## config.mk

```make
export PLATFORM = sky130hd
export DESIGN_NAME = pipelined_addsub
export DESIGN_NICKNAME = d
export VERILOG_FILES = /design/src/rtl/pipelined_addsub.sv
export SDC_FILE = /design/constraint.sdc
export NUM_CORES = 1
export LEC_CHECK = 0
export BUFFER_PORTS_ARGS = -buffer_cell sky130_fd_sc_hd__buf_2
export CORE_MARGIN = 4
export CORE_UTILIZATION = 30
export DETAILED_ROUTE_END_ITERATION = 7
export GPL_TIMING_DRIVEN = 0
export PLACE_DENSITY = 0.49
export SYNTH_ARGS = -nofsm -noshare
export SYNTH_HDL_FRONTEND = slang
export SYNTH_SLANG_ARGS = --single-unit
```

## constraint.sdc

```tcl
create_clock -name clk -period 2.4 [get_ports clk]
set_clock_uncertainty 0.1 [all_clocks]
set_input_delay 0.36 -clock clk [delete_from_list [all_inputs] [get_ports clk]]
set_output_delay 0.36 -clock clk [all_outputs]
set_load 0.005 [all_outputs]
```

## src/rtl/pipelined_addsub.sv

```systemverilog
// Pipelined add/subtract: one C-bit carry chunk per stage, result valid STAGES cycles after accept.
// Backpressure: a full output stage with out_ready low freezes the whole pipe and drops in_ready.
`timescale 1ns/1ps
module pipelined_addsub #(
  parameter int WIDTH  = 16,
  parameter int STAGES = 4
) (
  input  logic             clk,
  input  logic             rst,
  input  logic             in_valid,
  output logic             in_ready,
  input  logic [WIDTH-1:0] a,
  input  logic [WIDTH-1:0] b,
  input  logic             cin,
  input  logic             sub,
  output logic             out_valid,
  input  logic             out_ready,
  output logic [WIDTH-1:0] sum,
  output logic             cout,
  output logic             ovf
);

  localparam int C   = WIDTH / STAGES;
  localparam int MSB = WIDTH - 1;

  if (WIDTH < 2 || STAGES < 1 || (WIDTH % STAGES) != 0) begin : g_bad_params
    $error("pipelined_addsub: WIDTH must be >= 2 and a multiple of STAGES");
  end

  // opa/opb carry the operands forward so upper chunks are added later;
  // res carries the lower result chunks already resolved.
  typedef struct packed {
    logic             vld;
    logic             cy;
    logic [WIDTH-1:0] opa;
    logic [WIDTH-1:0] opb;
    logic [WIDTH-1:0] res;
  } stage_t;

  stage_t     stg_q [STAGES];
  stage_t     stg_d [STAGES];
  stage_t     in_c;
  stage_t     src_c;
  logic [C:0] chunk_c;
  logic       stall;

  assign stall    = stg_q[STAGES-1].vld && !out_ready;
  assign in_ready = !stall;

  always_comb begin
    in_c     = '0;
    in_c.vld = in_valid;
    in_c.cy  = sub ? ~cin : cin;
    in_c.opa = a;
    in_c.opb = sub ? ~b : b;
  end

  always_comb begin
    src_c   = '0;
    chunk_c = '0;
    for (int k = 0; k < STAGES; k++) begin
      src_c   = (k == 0) ? in_c : stg_q[(k == 0) ? 0 : k - 1];
      chunk_c = {1'b0, src_c.opa[k*C +: C]} + {1'b0, src_c.opb[k*C +: C]}
              + {{C{1'b0}}, src_c.cy};
      stg_d[k]               = src_c;
      stg_d[k].res[k*C +: C] = chunk_c[C-1:0];
      stg_d[k].cy            = chunk_c[C];
    end
  end

  // Bubbles only clear the valid bit; data registers load on real beats.
  always_ff @(posedge clk) begin
    if (rst) begin
      for (int k = 0; k < STAGES; k++) begin
        stg_q[k] <= '0;
      end
    end else if (!stall) begin
      for (int k = 0; k < STAGES; k++) begin
        if (stg_d[k].vld) begin
          stg_q[k] <= stg_d[k];
        end else begin
          stg_q[k].vld <= 1'b0;
        end
      end
    end
  end

  assign out_valid = stg_q[STAGES-1].vld;
  assign sum       = stg_q[STAGES-1].res;
  assign cout      = stg_q[STAGES-1].cy;
  assign ovf       = (stg_q[STAGES-1].opa[MSB] == stg_q[STAGES-1].opb[MSB]) &&
                     (stg_q[STAGES-1].res[MSB] != stg_q[STAGES-1].opa[MSB]);

endmodule

```

Word-level counts from Yosys, hierarchy flattened. Memory sizes are Yosys's and may differ from the RTL's. Index checks and enable logic that the tools add are counted.

Output and inout port bits: 20. Memories kept: 1. Bits of input ports: 38. Memory bits (writable): 200. Register bits after elaboration: 0. Logic and storage cells: 69.

Equal/unequal tests: 2. $add $sub $neg: 8. Reduce and logical (&&, ||, !) cells: 4. Bitwise logic cells: 10. Mux-type cells: 44.

Memory list: stg_q (depth 4, bits a word 50, read ports 4, clocked after Yosys merged registers in 0, write ports 4, line 40) `stage_t stg_q [STAGES];`.

Operators by type and width (count): $mux 50 (4); $mux 1 (39); $add 4x4->5 (4); $add 5x1->5 (4); $mux 16 (1); $not 16->16 (1); $or 1x1->1 (8); $logic_and 1x1->1 (2); $logic_not 1->1 (2); $eq 1x1->1 (1); $ne 1x1->1 (1); $not 1->1 (1).

Depth between registers and ports, before layout. Gate-level depths: netlist of run 1.

Word-level depth: 7. Gate-level depth with buffers: 8. Mapped depth without buffers: 6.

Worst setup path before layout of run 1. Ideal clock, no wire load.

Kind: in2reg. From: input port sub. To: memory stg_q[0][48] (netlist name) (data pin). Required time: 2.043 ns. Stages on the path: 8. Setup time: 0.257 ns. Buffers on the path: 2. Setup slack: -0.001 ns. Arrival time: 2.045 ns. Cells stage by stage: buf_4 buf_4 xor2_1 fa_1 fa_1 a21o_1 a21oi_1 nor2_1.

RTL lines: from (decl) (line 15) `input logic sub,`; to (decl) (line 40).

==> flow_metrics.tcl, run 1 <==
set metrics [dict create \
    min_path_cells 2 \
    wl_per_cell_um 11.4 \
    clkTransAtPathRegs_ps 60 \
    largest_register_ffs 98 \
    start_kind "input port" \
    outcome "finished clean" \
    cts-root-buf "clkbuf_16" \
    io_buffers 56 \
    die_w_um 133 \
    cts_hold_buf 0 \
    cp_max_fo 10 \
    pin_count 58 \
    cts_resized 0 \
    fp.dieArea_sq_um 17600 \
    final_cell_mix "98 x edfxtp_1, 57 x buf_2, 37 x and2_4" \
    r2r_cells 3 \
    fin_crit_ps 2200 \
    seq_area_frac_synth_pct 63.3 \
    mostFrequentLayoutCell "edfxtp_1" \
    gr-usage-met1_pct 10.0 \
    synth_flop_cell "edfxtp_1" \
    reg2reg_to "stg_q[0][46]$_SDFFCE_PN0P_" \
    synth_xor_area_share_pct 3.58 \
    die_y_um 133 \
    synth_seq_cells 98 \
    synth-edff-count 98 \
    top_usage_layer "met2" \
    peakVddDrop_uv 290 \
    slew_headroom_pct 28.3 \
    globalplace.congestion 0.689 \
    arrival_ps 2190 \
    vias_per_cell 3.86 \
    overflow 0 \
    drtAntennaViolNets 0 \
    post_dp_cell_area_sq_um 5170 \
    synth_fp_nets 372 \
    rows 45 \
    finalHoldViolations 0 \
    top_register "stg_q" \
    drc 0 \
    rsz0062_at_grt "no" \
    netlist_area_sq_um 4650 \
    synth.avg_cell_area_sq_um 14.8 \
    hpwlAfterDp_um 5110 \
    drt_iter0_drc 80 \
    worstMarginPinSlew_ps 1080 \
    hold_ws_ps 207 \
    synth_top_family_by_area "simple AND/OR/NAND/NOR gates" \
    postCtsSetupBuffers 0 \
    synthArstFlopShare_pct 0 \
    holdCritPathClass "input port to register" \
    drt-total-wl_um 6530 \
    tritoncts "built" \
    drive_gt1_share_pct 36.9 \
    area_growth_pct 16.6 \
    yosysWarningCount 0 \
    dr.pass1.iters 4 \
    top_regs "stg_q (98)" \
    grt_use_met2_pct 12.8 \
    n_antenna_cell 0 \
    final_cells 573 \
    grt_max_degree 30 \
    placedCellCount 558 \
    r2r_start "stg_q[3][49]$_SDFFCE_PP0P_" \
    cap_viol_max_count 0 \
    antenna_found_initial 0 \
    p_leak_uw 0.00223 \
    cp-startpoint "sub" \
    clkSinkCount 98 \
    max_freq_ghz 0.454 \
    period_share_pct 91.9 \
    grt_usage_pct 8.04 \
    grt_util_met3_pct 2.40 \
    synth_mux_area_share_pct 0 \
    grt_pass1_wl_um 11200 \
    synth_cell_type_count 29 \
    clock_latency_ps 330 \
    synth-simple-area-share_pct 17.9 \
    nets 439 \
    endpoint_kind "register" \
    initial_core_util_pct 30.6 \
    final_core_util_pct 35.7 \
    worst-r2r-setup-slack_ps 380 \
    synthAdderAreaFrac_pct 6.67 \
    syn_inst 314 \
    grt_pass1_vias 2378 \
    p_per_area_nw_per_um2 669 \
    synth_compound_area_share_pct 2.80 \
    core_sq_um 15200 \
    final_area_sq_um 5420 \
    vias 2214 \
    drv_slew 0 \
    power_uw 3630 \
    crit_end "stg_q[0][48]$_SDFFCE_PN0P_" \
    required_ps 2380 \
    cts_buffer_depth 2 \
    setup_violations 0 \
    numCtsBuffers 9 \
    critPathKind "input port to register" \
    htree_levels 3 \
]
synth_stat cells, types with 2 or more instances:
library cell | number | area share (%)
ha_1 | 12 | 3.2
nand3b_1 | 2 | 0.32
and3b_1 | 3 | 0.56
inv_2 | 2 | 0.16
or2b_1 | 4 | 0.65
nor2_1 | 20 | 1.6
a21boi_0 | 4 | 0.65
nor2b_1 | 4 | 0.54
and2_1 | 30 | 4.0
a21o_1 | 6 | 0.97
edfxtp_1 | 98 | 63
inv_4 | 2 | 0.27
nand3_1 | 3 | 0.32
nand2_1 | 2 | 0.16
xnor2_1 | 14 | 2.6
nand3b_4 | 4 | 1.7
and2_4 | 37 | 7.0
inv_1 | 10 | 0.81
nor3_1 | 5 | 0.54
xor2_1 | 5 | 0.94
o21ai_0 | 3 | 0.32
fa_1 | 8 | 3.4
buf_4 | 19 | 3.1
a21oi_1 | 8 | 0.86
buf_6 | 5 | 1.2
stage by stage:
stage                     worst slack [ps]  TNS [ps]
after floorplan                       46.3         0
after global placement                -217      -217
after detailed placement              -212      -212
after CTS                              148         0
after global routing                   107         0
final                                  195         0
worst min path at each step:
stage / startpoint / end / slack (ps)
floorplan: stg_q[2][10]$_SDFFCE_PN0P_ / stg_q[3][10]$_SDFFCE_PP0P_ / 400
global placement: stg_q[0][40]$_SDFFCE_PN0P_ / stg_q[1][40]$_SDFFCE_PN0P_ / 400
detailed placement: stg_q[1][46]$_SDFFCE_PN0P_ / stg_q[2][46]$_SDFFCE_PN0P_ / 410
CTS: a[6] / stg_q[0][38]$_SDFFCE_PN0P_ / 190
global route: a[6] / stg_q[0][38]$_SDFFCE_PN0P_ / 200
finish: a[6] / stg_q[0][38]$_SDFFCE_PN0P_ / 210
area by class of cell:
cell class / count / area [sq um]
Sequential cell: 98 / 2940
Clock buffer: 11 / 233
Multi-Input combinational cell: 176 / 1440
Clock inverter: 4 / 20.0
Inverter: 15 / 66.3
Buffer: 25 / 204
Tap cell: 188 / 235
Timing Repair Buffer: 56 / 280
Fill cell: 1513 / 9780
metal layers:
layer  routed length (um)  part of all wire, %
met3                  257                  3.9
met5                    0                    0
met4                  113                  1.7
met2                 3110                   48
met1                 3050                   47
kinds of logic (layout without fill, tap and decap cells):
| logic type | Yosys count | in the layout |
|---|---|---|
| XOR/XNOR | 19 | 19 |
| buffers and inverters | 40 | 111 |
| flip-flops | 98 | 98 |
| adder cells (fa/ha/maj) | 20 | 20 |
| AO/OA/AOI/OAI | 21 | 21 |
| AND/OR/NAND/NOR | 116 | 116 |
worst max-delay path, cell delays in order:
cell and delay (ps):
buf_4 160, buf_4 200, xor2_1 180, fa_1 440
fa_2 370, a21o_1 180, a21oi_1 220, nor2_1 60
report_power, final:
group	internal, uW	leakage, uW	total, uW	switching, uW
sequential	2010	0.00105	2040	34.4
combinational	176	0.00105	349	173
clock	689	0.000129	1230	544
total	2870	0.00223	3630	751
Note: power is estimated with default switching activity, not from simulation.
==> run 2: changes to the inputs <==
- CORE_UTILIZATION: 30 -> 51
- PLACE_DENSITY: 0.49 -> 0.75
==> flow_metrics.tcl, run 2 (synthesized netlist as in run 1, its figures left out) <==
set metrics [dict create \
    outcome "finished clean" \
    drtAntennaViolNets 0 \
    drc 0 \
    finalHoldViolations 0 \
    r2r_start "stg_q[3][49]$_SDFFCE_PP0P_" \
    start_kind "input port" \
    dr.pass1.iters 4 \
    rows 34 \
    fin_setup_tns_ps 0 \
    period_share_pct 90.1 \
    n_antenna_cell 0 \
    largest_register_ffs 98 \
    hpwlAfterDp_um 4550 \
    htree_levels 3 \
    io_buffers 56 \
    drive_gt1_share_pct 37.0 \
    cts_buffer_depth 2 \
    slowest_delay_ps 450 \
    clkTransAtPathRegs_ps 80 \
    grt_max_degree 30 \
    required_ps 2400 \
    globalplace.congestion 0.713 \
    vias_per_cell 4.61 \
    cts-root-buf "clkbuf_8" \
    setup_violations 0 \
    die_y_um 104 \
    hold_ws_ps 190 \
    arrival_ps 2160 \
    worstMarginPinSlew_ps 1070 \
    max_freq_ghz 0.462 \
    top_regs "stg_q (98)" \
    initial_core_util_pct 52.8 \
    cp_max_fo 10 \
    tritoncts "built" \
    slowest_stage "fa_1" \
    cp-startpoint "sub" \
    antenna_found_initial 0 \
    fin_crit_ps 2160 \
    rsz0062_at_grt "no" \
    peakVddDrop_uv 381 \
    critPathKind "input port to register" \
    cpMostUsedCell "buf_4" \
    cts_resized 0 \
    fp.dieArea_sq_um 10700 \
    final_area_sq_um 5280 \
    p_leak_uw 0.00221 \
    area_growth_pct 13.5 \
    vias 2279 \
    slew_headroom_pct 28.5 \
    grt_pass1_wl_um 9910 \
    die_w_um 104 \
    cap_viol_max_count 0 \
    holdCritPathClass "input port to register" \
    final_cell_mix "98 x edfxtp_1, 57 x buf_2, 37 x and2_4" \
    pin_count 58 \
    cp_cell_sequence "buf_4 > buf_4 > xor2_1 > fa_1 > fa_2 > a21o_1 > a21oi_1 > nor2_1" \
    top_register "stg_q" \
    fill_cells 690 \
    holdCritStartpoint "a[5]" \
    endpoint_kind "register" \
    cts_hold_buf 0 \
    grt_pass1_vias 2235 \
    seqCellArea_sq_um 2940 \
    post_dp_cell_area_sq_um 5070 \
    mostFrequentLayoutCell "edfxtp_1" \
    clock_latency_ps 340 \
    multi_input_area_sq_um 1440 \
    numCtsBuffers 9 \
    drt-total-wl_um 5740 \
    grt_usage_pct 11.5 \
    drv_slew 0 \
    core_sq_um 8810 \
    drt_iter0_drc 48 \
    postCtsSetupBuffers 0 \
    clkSinkCount 98 \
    nets 439 \
    wl_per_cell_um 11.6 \
    overflow 0 \
    p_per_area_nw_per_um2 657 \
]
[run 2: changes by cell type in the layout (fill, tap and decap cells not counted), sizes merged]
cell	previous run	this run
bufinv	0	2
clkbuf	11	10
clkinv	4	3
clkinvlp	0	1
[run 2: metal layers]
metal  global-route usage (%)  wire (um)  vias to the layer above
li1                         -          -                     1194
met1                     13.3       2440                     1016
met2                     19.6       2850                       60
met3                     3.48        323                        9
met4                     5.70        121                        0
met5                        0          0                        -
[run 2: final timing paths]
| check | to | slack, ps | depth (start not counted) |
|---|---|---|---|
| worst max-delay path | stg_q[0][48]$_SDFFCE_PN0P_ | 240 | 8 |
| worst min-delay path | stg_q[0][37]$_SDFFCE_PN0P_ | 190 | 2 |
| worst max register to register | stg_q[0][27]$_SDFFCE_PN0P_ | 380 | 3 |
| worst min register to register | stg_q[3][10]$_SDFFCE_PP0P_ | 420 | 1 |
[run 2: cell type report]
class / count / area share (%)
well taps: 108 / 2.56
plain buffers: 25 / 3.86
flip-flops and latches: 98 / 55.7
clock inverters: 6 / 1.54
repair buffers: 56 / 5.31
clock buffers: 10 / 2.42
multi-input cells: 176 / 27.3
inverters: 15 / 1.26
[run 2: per-stage QoR]
step / power [uW] / cells / worst slack (ps) / utilization, %
final: 3470 / 494 / 237 / 59.9
after global routing: 3640 / 494 / 181 / 59.9
after CTS: 3510 / 494 / 232 / 59.9
after detailed placement: 2440 / 478 / -150 / 57.6
after global placement: 2420 / 478 / -131 / 57.6
after floorplan: 2320 / 314 / 46.3 / -
[run 2: power breakdown]
group | internal [uW] | switching (uW) | leakage [uW]
Combinational | 176 | 171 | 0.00105
Clock | 580 | 502 | 0.000104
Sequential | 2010 | 35.1 | 0.00105
Total | 2760 | 708 | 0.00221
[run 2: critical path, delay by kind of cell]
kind            cells  cell delay [ps]
compound gates      2              400
xor+xnor            1              180
fa+ha+maj           2              820
buf+inv             2              340
simple gates        1               50
==> run 3: changes to the inputs <==
- ABC_AREA: not set -> 1
==> flow_metrics.tcl, run 3 <==
set metrics [dict create \
    outcome "finished clean" \
    synthArstFlopShare_pct 0 \
    clock_latency_ps 350 \
    drv_slew 0 \
    drc 0 \
    peakVddDrop_uv 338 \
    cts_resized 0 \
    yosysWarningCount 0 \
    top_register "stg_q" \
    start_kind "register" \
    grt_usage_pct 13.6 \
    cts_hold_buf 0 \
    drt-total-wl_um 6450 \
    finalHoldViolations 0 \
    io_buffers 56 \
    dr.pass1.iters 4 \
    seqCellArea_sq_um 2940 \
    cp-startpoint "stg_q[3][49]$_SDFFCE_PP0P_" \
    vias_per_cell 4.48 \
    hpwlAfterDp_um 4880 \
    slew_headroom_pct 23.5 \
    worstMarginPinSlew_ps 1140 \
    max_freq_ghz 0.464 \
    die_y_um 103 \
    drtAntennaViolNets 0 \
    endpoint_kind "register" \
    yosysMostFrequentCell "edfxtp_1" \
    crit_end "stg_q[0][31]$_SDFFCE_PN0P_" \
    final_cell_mix "98 x edfxtp_1, 93 x nor2_1, 87 x inv_1" \
    r2r_start "stg_q[3][49]$_SDFFCE_PP0P_" \
    antenna_found_initial 0 \
    vias 2604 \
    top_regs "stg_q (98)" \
    fin_setup_tns_ps 0 \
    cp_max_fo 29 \
    initial_core_util_pct 52.6 \
    period_share_pct 89.7 \
    fp.dieArea_sq_um 10600 \
    overflow 0 \
    drive_gt1_share_pct 22.6 \
    synth-edff-count 98 \
    synth_cell_type_count 22 \
    htree_levels 3 \
    p_per_area_nw_per_um2 678 \
    netlist_area_sq_um 4610 \
    synth_top_area_share_pct 63.9 \
    grt_max_degree 30 \
    clkTransAtPathRegs_ps 100 \
    synth_top_area_cell "edfxtp_1" \
    synth_flop_cell "edfxtp_1" \
    reg2reg_to "stg_q[0][31]$_SDFFCE_PN0P_" \
    setup_violations 0 \
    largest_register_ffs 98 \
    die_w_um 103 \
    cts_buffer_depth 2 \
    postCtsSetupBuffers 0 \
    required_ps 2270 \
    multi_input_area_sq_um 1120 \
    nets 526 \
    clkSinkCount 98 \
    worst-r2r-setup-slack_ps 250 \
    cts-root-buf "clkbuf_8" \
    ys_top_cells_by_area "edfxtp_1 64%, nor2_1 7.6%, inv_1 7.1%" \
    grt_pass1_vias 2576 \
    r2r_cells 3 \
    synth_fp_nets 459 \
    wl_per_cell_um 11.1 \
    rows 34 \
    arrival_ps 2020 \
    setup_ws_ps 247 \
    n_antenna_cell 0 \
    synth_seq_cells 98 \
    seq_area_frac_synth_pct 63.9 \
    syn_inst 401 \
    fin_crit_ps 2150 \
    mostFrequentLayoutCell "edfxtp_1" \
    drt_iter0_drc 51 \
    tritoncts "built" \
    holdCritPathClass "input port to register" \
    grt_pass1_wl_um 11200 \
    core_sq_um 8760 \
    p_leak_uw 0.00235 \
    cap_viol_max_count 0 \
    area_growth_pct 13.7 \
    synth_commonest_cells "98 x edfxtp_1, 93 x nor2_1, 87 x inv_1" \
    dpl_worst_slack_ps 43.9 \
    pin_count 58 \
    fill_cells 713 \
    globalplace.congestion 0.820 \
    rsz0062_at_grt "no" \
    numCtsBuffers 9 \
    critPathKind "register to register" \
    synth.avg_cell_area_sq_um 11.5 \
]
run 3: final cells by class:
| class | instances | area share [%] |
|---|---|---|
| flip-flops and latches | 98 | 56.2 |
| multi-input cells | 187 | 21.5 |
| inverters | 89 | 6.38 |
| repair buffers | 56 | 5.35 |
| plain buffers | 27 | 3.92 |
| well taps | 108 | 2.58 |
| clock buffers | 10 | 2.44 |
| clock inverters | 6 | 1.72 |
run 3: worst min path at each step:
stage,from,end,depth (start not counted)
detailed placement,stg_q[2][3]$_SDFFCE_PN0P_,stg_q[3][3]$_SDFFCE_PP0P_,2
finish,a[8],stg_q[0][40]$_SDFFCE_PN0P_,3
global route,a[7],stg_q[0][39]$_SDFFCE_PN0P_,3
CTS,a[5],stg_q[0][37]$_SDFFCE_PN0P_,3
floorplan,stg_q[1][0]$_SDFFCE_PN0P_,stg_q[2][0]$_SDFFCE_PN0P_,2
global placement,stg_q[0][44]$_SDFFCE_PN0P_,stg_q[1][44]$_SDFFCE_PN0P_,2
run 3: worst max-delay path: stages, from the launching register on:
cell and delay, ps:
edfxtp_1 530, nand2_4 220, nand2_1 80, nand2_1 840
run 3: power by group:
group          internal [uW]  switching [uW]  total [uW]
Sequential              2010            38.3        2050
Clock                    591             547        1140
Combinational            159             210         369
Total                   2760             796        3550
run 3: cell families after synthesis:
logic type      synth area share, %
simple gates                   12.3
flops                          63.9
xor+xnor                       3.61
compound gates                 1.74
buf+inv                        11.7
fa+ha+maj                      6.74
run 3: through the flow:
| stage | instances | hold WS (ps) | instance area [sq um] | total power [uW] | util (%) |
|---|---|---|---|---|---|
| 6_report | 581 | 198 | 5240 | 3550 | 59.8 |
| 3_5_place_dp | 565 | 430 | 5020 | 2460 | 57.3 |
| 4_1_cts | 581 | 173 | 5240 | 3580 | 59.8 |
| 5_1_grt | 581 | 170 | 5240 | 3700 | 59.8 |
| 3_3_place_gp | 565 | 430 | 5020 | 2430 | 57.3 |
| 2_1_floorplan | 401 | 419 | 4610 | 2340 | - |
run 3: layer usage:
layer	share of wire (%)	track usage, %
met1	42	16.3
met3	6.2	3.79
met4	1.3	4.68
met2	50	23.5
met5	0	0
